## src/rtl/workout_sequencer.sv

```systemverilog
// Interval scheduler for the fitness timer: walks IDLE/WORK/REST/DONE, counts
// exercises and seconds, and times the buzzer for phase starts and final-second warnings.
module workout_sequencer #(
  parameter int BEEP_LONG_CYCLES  = 20000000,
  parameter int BEEP_SHORT_CYCLES = 4000000,
  parameter int DONE_HOLD_S       = 10
) (
  input  logic       i_clk_40MHz,
  input  logic       i_system_reset,
  input  logic       i_tick_1hz,
  input  logic       i_start_pulse,
  input  logic       i_skip_pulse,
  input  logic [8:0] i_total_exercises,
  input  logic [7:0] i_work_seconds,
  input  logic [7:0] i_rest_seconds,
  output logic [1:0] o_workout_state,
  output logic [8:0] o_current_exercise_num,
  output logic [7:0] o_countdown_seconds,
  output logic       o_buzzer,
  output logic       o_phase_change
);

  typedef enum logic [1:0] {
    ST_IDLE = 2'b00,
    ST_WORK = 2'b01,
    ST_REST = 2'b10,
    ST_DONE = 2'b11
  } state_t;

  localparam int BEEP_MAX = (BEEP_LONG_CYCLES > BEEP_SHORT_CYCLES) ?
                            BEEP_LONG_CYCLES : BEEP_SHORT_CYCLES;
  localparam int BEEP_W   = $clog2(BEEP_MAX + 1);

  localparam logic [BEEP_W-1:0] LONG_LEN  = BEEP_W'(BEEP_LONG_CYCLES);
  localparam logic [BEEP_W-1:0] SHORT_LEN = BEEP_W'(BEEP_SHORT_CYCLES);
  localparam logic [7:0]        DONE_HOLD = 8'(DONE_HOLD_S);

  logic [1:0]        r_rst_sync;
  logic              w_rst;

  state_t            r_state;
  logic [8:0]        r_exercise;
  logic [7:0]        r_countdown;
  logic [BEEP_W-1:0] r_beep_cnt;
  logic              r_phase_change;
  logic [8:0]        r_cfg_total;
  logic [7:0]        r_cfg_work;
  logic [7:0]        r_cfg_rest;

  state_t            w_state_nxt;
  logic [8:0]        w_exercise_nxt;
  logic [7:0]        w_countdown_nxt;
  logic              w_beep_load;
  logic [BEEP_W-1:0] w_beep_len;
  logic              w_latch_cfg;
  logic              w_start_ok;
  logic              w_phase_end;

  // Reset asserts at once but releases only on a clock edge, two flops later.
  always_ff @(posedge i_clk_40MHz or posedge i_system_reset) begin
    if (i_system_reset) begin
      r_rst_sync <= 2'b11;
    end else begin
      r_rst_sync <= {r_rst_sync[0], 1'b0};
    end
  end

  assign w_rst = r_rst_sync[1];

  always_ff @(posedge i_clk_40MHz or posedge w_rst) begin
    if (w_rst) begin
      r_state        <= ST_IDLE;
      r_exercise     <= '0;
      r_countdown    <= '0;
      r_beep_cnt     <= '0;
      r_phase_change <= 1'b0;
      r_cfg_total    <= '0;
      r_cfg_work     <= '0;
      r_cfg_rest     <= '0;
    end else begin
      r_state        <= w_state_nxt;
      r_exercise     <= w_exercise_nxt;
      r_countdown    <= w_countdown_nxt;
      r_phase_change <= (w_state_nxt != r_state);
      if (w_latch_cfg) begin
        r_cfg_total <= i_total_exercises;
        r_cfg_work  <= i_work_seconds;
        r_cfg_rest  <= i_rest_seconds;
      end
      if (w_beep_load) begin
        r_beep_cnt <= w_beep_len;
      end else if (r_beep_cnt != '0) begin
        r_beep_cnt <= r_beep_cnt - 1'b1;
      end
    end
  end

  assign w_start_ok  = i_start_pulse && (i_total_exercises != '0) && (i_work_seconds != '0);
  assign w_phase_end = i_skip_pulse || (i_tick_1hz && (r_countdown == 8'd1));

  // Skip is checked before tick everywhere, so a coincident tick is simply dropped.
  always_comb begin
    w_state_nxt     = r_state;
    w_exercise_nxt  = r_exercise;
    w_countdown_nxt = r_countdown;
    w_beep_load     = 1'b0;
    w_beep_len      = SHORT_LEN;
    w_latch_cfg     = 1'b0;

    case (r_state)
      ST_IDLE: begin
        if (w_start_ok) begin
          w_latch_cfg     = 1'b1;
          w_state_nxt     = ST_WORK;
          w_exercise_nxt  = 9'd1;
          w_countdown_nxt = i_work_seconds;
          w_beep_load     = 1'b1;
          w_beep_len      = LONG_LEN;
        end
      end

      ST_WORK: begin
        if (w_phase_end) begin
          w_beep_load = 1'b1;
          if (r_exercise == r_cfg_total) begin
            w_state_nxt     = ST_DONE;
            w_countdown_nxt = DONE_HOLD;
            w_beep_len      = LONG_LEN;
          end else if (r_cfg_rest == '0) begin
            w_state_nxt     = ST_WORK;
            w_exercise_nxt  = r_exercise + 9'd1;
            w_countdown_nxt = r_cfg_work;
            w_beep_len      = LONG_LEN;
          end else begin
            w_state_nxt     = ST_REST;
            w_countdown_nxt = r_cfg_rest;
            w_beep_len      = SHORT_LEN;
          end
        end else if (i_tick_1hz) begin
          w_countdown_nxt = r_countdown - 8'd1;
          if (r_countdown <= 8'd4) begin
            w_beep_load = 1'b1;
            w_beep_len  = SHORT_LEN;
          end
        end
      end

      ST_REST: begin
        if (w_phase_end) begin
          w_state_nxt     = ST_WORK;
          w_exercise_nxt  = r_exercise + 9'd1;
          w_countdown_nxt = r_cfg_work;
          w_beep_load     = 1'b1;
          w_beep_len      = LONG_LEN;
        end else if (i_tick_1hz) begin
          w_countdown_nxt = r_countdown - 8'd1;
        end
      end

      ST_DONE: begin
        if (i_start_pulse || (i_tick_1hz && (r_countdown == 8'd1))) begin
          w_state_nxt     = ST_IDLE;
          w_exercise_nxt  = '0;
          w_countdown_nxt = '0;
        end else if (i_tick_1hz && (r_countdown > 8'd1)) begin
          w_countdown_nxt = r_countdown - 8'd1;
        end
      end

      default: begin
        w_state_nxt = ST_IDLE;
      end
    endcase
  end

  always_comb begin
    o_workout_state        = r_state;
    o_current_exercise_num = r_exercise;
    o_countdown_seconds    = r_countdown;
    o_buzzer               = (r_beep_cnt != '0);
    o_phase_change         = r_phase_change;
  end

endmodule

```

## config.mk

```make
export PLATFORM = sky130hd
export DESIGN_NAME = workout_sequencer
export DESIGN_NICKNAME = d
export VERILOG_FILES = /design/src/rtl/workout_sequencer.sv
export SDC_FILE = /design/constraint.sdc
export NUM_CORES = 1
export LEC_CHECK = 0
export BUFFER_PORTS_ARGS = -buffer_cell sky130_fd_sc_hd__buf_4
export CORE_MARGIN = 1
export CORE_UTILIZATION = 45
export DETAILED_ROUTE_END_ITERATION = 10
export GPL_TIMING_DRIVEN = 0
export PLACE_DENSITY = 0.67
export SLEW_MARGIN = 20
export SYNTH_ARGS = -nofsm -noshare
export SYNTH_HDL_FRONTEND = slang
export SYNTH_SLANG_ARGS = --single-unit
```

## constraint.sdc

```tcl
create_clock -name i_clk_40MHz -period 2.3 [get_ports i_clk_40MHz]
set_clock_uncertainty 0.15 [all_clocks]
set_input_delay 0.575 -clock i_clk_40MHz [delete_from_list [all_inputs] [get_ports i_clk_40MHz]]
set_output_delay 0.575 -clock i_clk_40MHz [all_outputs]
set_load 0.1 [all_outputs]
```

### Word level (Yosys, flattened, before mapping)

Index checks and enable logic that the tools add are counted.

* magnitude comparators: 2
* eq/ne operators: 13
* add/subtract/negate cells: 3
* reduce and logical (&&, ||, !) cells: 14
* muxes and demuxes: 38

Operators with widths (number)
* two-way mux 25 bit: 7
* case mux 25 bit (3 select lines): 1
* two-way mux 8 bit: 8
* two-way mux 9 bit: 6
* case mux 9 bit (4 select lines): 1
* case mux 8 bit (4 select lines): 1
* nonzero test 25 bit: 1
* subtractor 25 x 1 -> 25 bit (second input constant): 1
* two-way mux 2 bit: 6
* != test 2 bit (second input constant): 6
* adder 9 x 1 -> 9 bit (second input constant): 1
* == test 9 bit: 1
* nonzero test 9 bit: 1
* == test 8 x 1 -> 1 bit (second input constant): 1
* > comparator 8 x 1 -> 1 bit (second input constant): 1
* <= comparator 8 x 3 -> 1 bit (second input constant): 1
* zero test 8 bit: 1
* case mux 2 bit (4 select lines): 1
* nonzero test 8 bit: 1
* subtractor 8 x 1 -> 8 bit (second input constant): 1
* two-way mux 1 bit: 6
* AND reduction 6 bit: 1
* == test 2 bit (second input constant): 2
* logical AND 1 bit: 4
* 8 further kinds: 9

* output and inout bits: 21
* logic and storage cells: 79
* register bits: 72
* bits of input ports: 30

### Logic depth before layout (Yosys ltp)

* word-level depth: 6
* mapped depth: 9
* gate-level depth less buffers: 8

### Least setup slack after synthesis

Ideal clock, no wire load.

* path type: reg-to-reg
* start point: register r_beep_cnt[2]
* end point: register r_beep_cnt[13]
* setup slack: -1.104 ns
* arrival: 3.119 ns
* clock period less this slack: 3.404 ns
* buffers on the path: 1
* setup time: 0.135 ns
* stages on the path, launching flop included: 8
* data required time: 2.015 ns
* cells stage by stage: dfrtp_1 > or4_1 > clkbuf_1 > and3b_1 > nand4_1 > and3_1 > xnor2_1 > a21oi_1

* elaborated cells between the ends (all ways): 5
* classes of those cells: 1 x add/sub; 2 x mux; 2 x reduce/logical

RTL lines
* start, declared: RTL line 44 `logic [BEEP_W-1:0] r_beep_cnt;`
* start signal, assigned: RTL line 91 `r_beep_cnt <= w_beep_len;`
* start signal, assigned: RTL line 93 `r_beep_cnt <= r_beep_cnt - 1'b1;`
* nonzero test 25 bit
* via o_buzzer: RTL line 19 `output logic o_buzzer,`
* nonzero test 2 bit (no source line)

The timed path passes the listed nets, and every way through them passes these cells. The select of a mux whose other input is x is not followed.
A chain may end at the register's enable or synchronous reset.

### Final worst setup path

* start point: register r_beep_cnt[18]
* end point: output o_buzzer

* longest elaborated chain between the ends: 1

RTL lines
* nonzero test 25 bit: RTL line 180 `o_buzzer = (r_beep_cnt != '0);`
* end, declared: RTL line 19

Every way passes these cells.

==> impl_results.md <==
* Vias in the first global route at roughly 4200
* Crit-path slowest cell: or4_4
* Mapped Avg Cell Area at 9.26 um^2
* Fin Setup TNS at -6.23 ns
* Vias at 4581
* Ports at slightly above 50
* Final hold violations at 0
* Max FO, Critical Path at 3
* H-tree depth at 3
* Placer congestion estimate at approximately 0.90
* Final global-route overflow total at 0
* Setup ws final at -0.451 ns
* R2R Setup Slk at -0.34 ns
* Commonest non-fill, non-tap cell in the layout: buf_4
* Synthesized instance count at between 400 and 500
* Rows at 35
* Pwr dens at approximately 1400 mW/mm^2
* Yosys reg bits at between 70 and 80
* CP endpoint kind: output pin
* Die footprint at 0.0101 mm^2
* Pins Over Slew Limit at 0
* Post-synthesis instance area at between 0.004 and 0.005 mm^2
* Post-synth EDFFs at 0
* Per-cell routed wire length at around 19 um
* Initial Util at 47.0%
* Clock root buffer: clkbuf_8
* Post-Route WL at between 10 and 15 mm
* Final instance area at between 0.006 and 0.007 mm^2
* DRC errors left at 0
* Status: complete, but fails checks
* Synth-to-Final Area Change at 56.5%
* Fin nets at 675
* FF-to-FF End: r_beep_cnt[10]
* Longest Clk Path Bufs at 2
* Sink Count at slightly above 70
* Ant diodes at 0
* Post-DP HPWL at 8.43 mm
* FF-to-FF Start: r_beep_cnt[18]
* R2R depth at 8
* Core Box Area at approximately 0.0093 mm^2
* DP Area at 0.00525 mm^2
* Relative slew slack at roughly 64%
* Worst-path clk slew at around 0.090 ns
* Peak supply drop at 803 uV
* Cell Chain, Critical Path: or4_4 > nor4_4 > nand4_1 > buf_12
* Initial antenna violation count at 0
* Global-route wire length before repair at 21.8 mm
* Routed Antenna Nets at 0
* Max_cap viols at 0
* Worst-Skew Late Latency at roughly 0.37 ns
* Synth async-reset ratio at between 90% and 100%
* Tmin final at around 2.8 ns
* Kind of critical path: register to output pin
* # port buffers at 50
* # setup viols final at 30
* GRT Total Usage at about 28%
* Fin crit share at 120%
* Seq/Total Area, Yosys at roughly two fifths
* Yosys warns at 0
* Synth area leaders: dfrtp_1, mux2_2, o21ai_0, xnor2_1, nor2_1
* Slew of the pin with the lowest slew margin at 0.536 ns
* Synthesized net count at 515
* Largest net degree at the start of global routing at 46
* Die Y at 101 um
* Top-area cell type share of the netlist area at around two fifths
* Crit path buffers/inverters at 1
* Critical Path Start Type: register
* Top_reg_cell synth: dfrtp_1
* Max incr delay on CP at between 0.5 and 0.6 ns
* Number of detailed-route iterations in the first pass at 5
* TritonCTS clock tree: done
* Library cells used by synthesis at 65
* CP Data Required Time at 1.57 ns
* Hold Path Class: register to async pin
* RSZ-0062 raised after global routing: true
* Drt via density at about 6.0
* Leakage at between 2 and 3 nW
* Failing checks: negative setup slack
* Initial DRC Count at ~420
* Synth area leader: dfrtp_1
* Max Clk Rate at about 0.36 GHz
* Fraction of layout instances using a drive strength above 1 at between 50% and 60%
* Num CTS Buffers at 9
* Die width at just over 100 um
* Commonest cells after routing, fill and taps aside: buf_4, dfrtp_1, nor2_1, buf_6, nand2_1
* Top delay family on crit path: simple AND/OR/NAND/NOR gates
* CP Data Arrival Time at slightly above 2 ns
==> per-layer routing <==
metal  global-route usage, %  wire, um  up-vias
li1                        -         -     2057
met1                    39.3      6140     2243
met2                    44.0      7120      232
met3                    4.65      1070       49
met4                    8.36       400        0
met5                       0         0        -
==> worst max path at each step <==
stage | from | to | slack, ns | depth (start not counted)
after floorplan | r_beep_cnt[2] | r_beep_cnt[13] | -1.01 | 7
after global placement | r_rst_sync[1] | o_countdown_seconds[2] | -1.02 | 1
after detailed placement | i_work_seconds[0] | o_current_exercise_num[3] | -0.65 | 8
after CTS | r_beep_cnt[2] | o_buzzer | -0.51 | 5
after global routing | r_beep_cnt[5] | o_buzzer | -0.50 | 4
final | r_beep_cnt[18] | o_buzzer | -0.45 | 4
==> flip-flops by register name, summed over array words and instances, names as in the netlist <==
| name | flops |
|---|---|
| o_phase_change | 1 |
| o_workout_state | 2 |
| r_cfg_total | 9 |
| r_cfg_work | 8 |
| r_cfg_rest | 8 |
| o_current_exercise_num | 9 |
| o_countdown_seconds | 8 |
| r_rst_sync | 2 |
| r_beep_cnt | 25 |
==> power breakdown <==
group          leakage [nW]  switching, mW  internal, mW
registers             0.852          0.555          1.76
clock network        0.0887          0.545         0.423
logic                  2.00           3.45          2.82
total                  2.94           4.55          5.00
==> synth_stat cells, drive strengths merged (4+ instances only) <==
| cell type | n |
|---|---|
| nor3 | 15 |
| nand4 | 4 |
| or3 | 14 |
| a221oi | 4 |
| a211oi | 4 |
| a21oi | 24 |
| buf | 10 |
| o21ai | 50 |
| nand2 | 30 |
| and3 | 6 |
| nand2b | 8 |
| dfrtp | 70 |
| nor2b | 4 |
| o31ai | 8 |
| nor4 | 11 |
| inv | 19 |
| nor3b | 4 |
| a31oi | 9 |
| xnor2 | 22 |
| nand3 | 14 |
| mux2 | 23 |
| clkbuf | 10 |
| xor2 | 6 |
| nor2 | 38 |
| or4 | 8 |
| ha | 11 |
| or2 | 5 |
==> layout make-up <==
cell class,count,area [um^2]
well taps,129,161
fillers,639,2460
repair buffers,154,1290
plain buffers,15,181
clock buffers,10,138
clock inverters,6,42.5
inverters,19,88.8
multi-input cells,363,3140
flip-flops and latches,72,1830
==> stage by stage <==
| step | utilization (%) | worst slack [ns] | total power [mW] | std cells | hold slack (ns) |
|---|---|---|---|---|---|
| floorplan | - | -1.01 | 5.65 | 474 | 0.195 |
| global placement | 55.9 | -1.02 | 6.57 | 653 | 0.197 |
| detailed placement | 56.2 | -0.648 | 6.65 | 654 | 0.0974 |
| CTS | 65.7 | -0.512 | 8.46 | 727 | 0.0876 |
| global route | 73.6 | -0.502 | 10.0 | 768 | 0.113 |
| finish | 73.6 | -0.451 | 9.54 | 768 | 0.0764 |
==> kinds of logic after synthesis <==
logic type / Yosys count / synth area share, %
and+or+nand+nor: 171 / 21.5
DFF: 72 / 41.1
adders and majority gates: 11 / 3.14
other: 1 / 0.0855
muxes: 25 / 6.36
AOI/OAI and AO/OA: 127 / 18.6
buffers and inverters: 39 / 3.68
xor gates and xnor gates: 28 / 5.59
==> worst register-to-register path: cells and delay by family, from the launching register on <==
kind                   cells  cell delay (ns)
AND/OR/NAND/NOR            3             1.19
XOR/XNOR                   1             0.17
AO/OA/AOI/OAI              2             0.32
buffers and inverters      2             0.30
flip-flops                 1             0.41
==> what timing repair did <==
action | 4_1_cts | 5_1_grt
endpoints found under the setup margin | 58 | 61
cloned | 1 | 2
gates resized for setup | 71 | 103
pin swaps | 35 | 56
hold buffers | 0 | 0
buffers inserted | 61 | 42
Note: power is estimated with default switching activity, not from simulation.
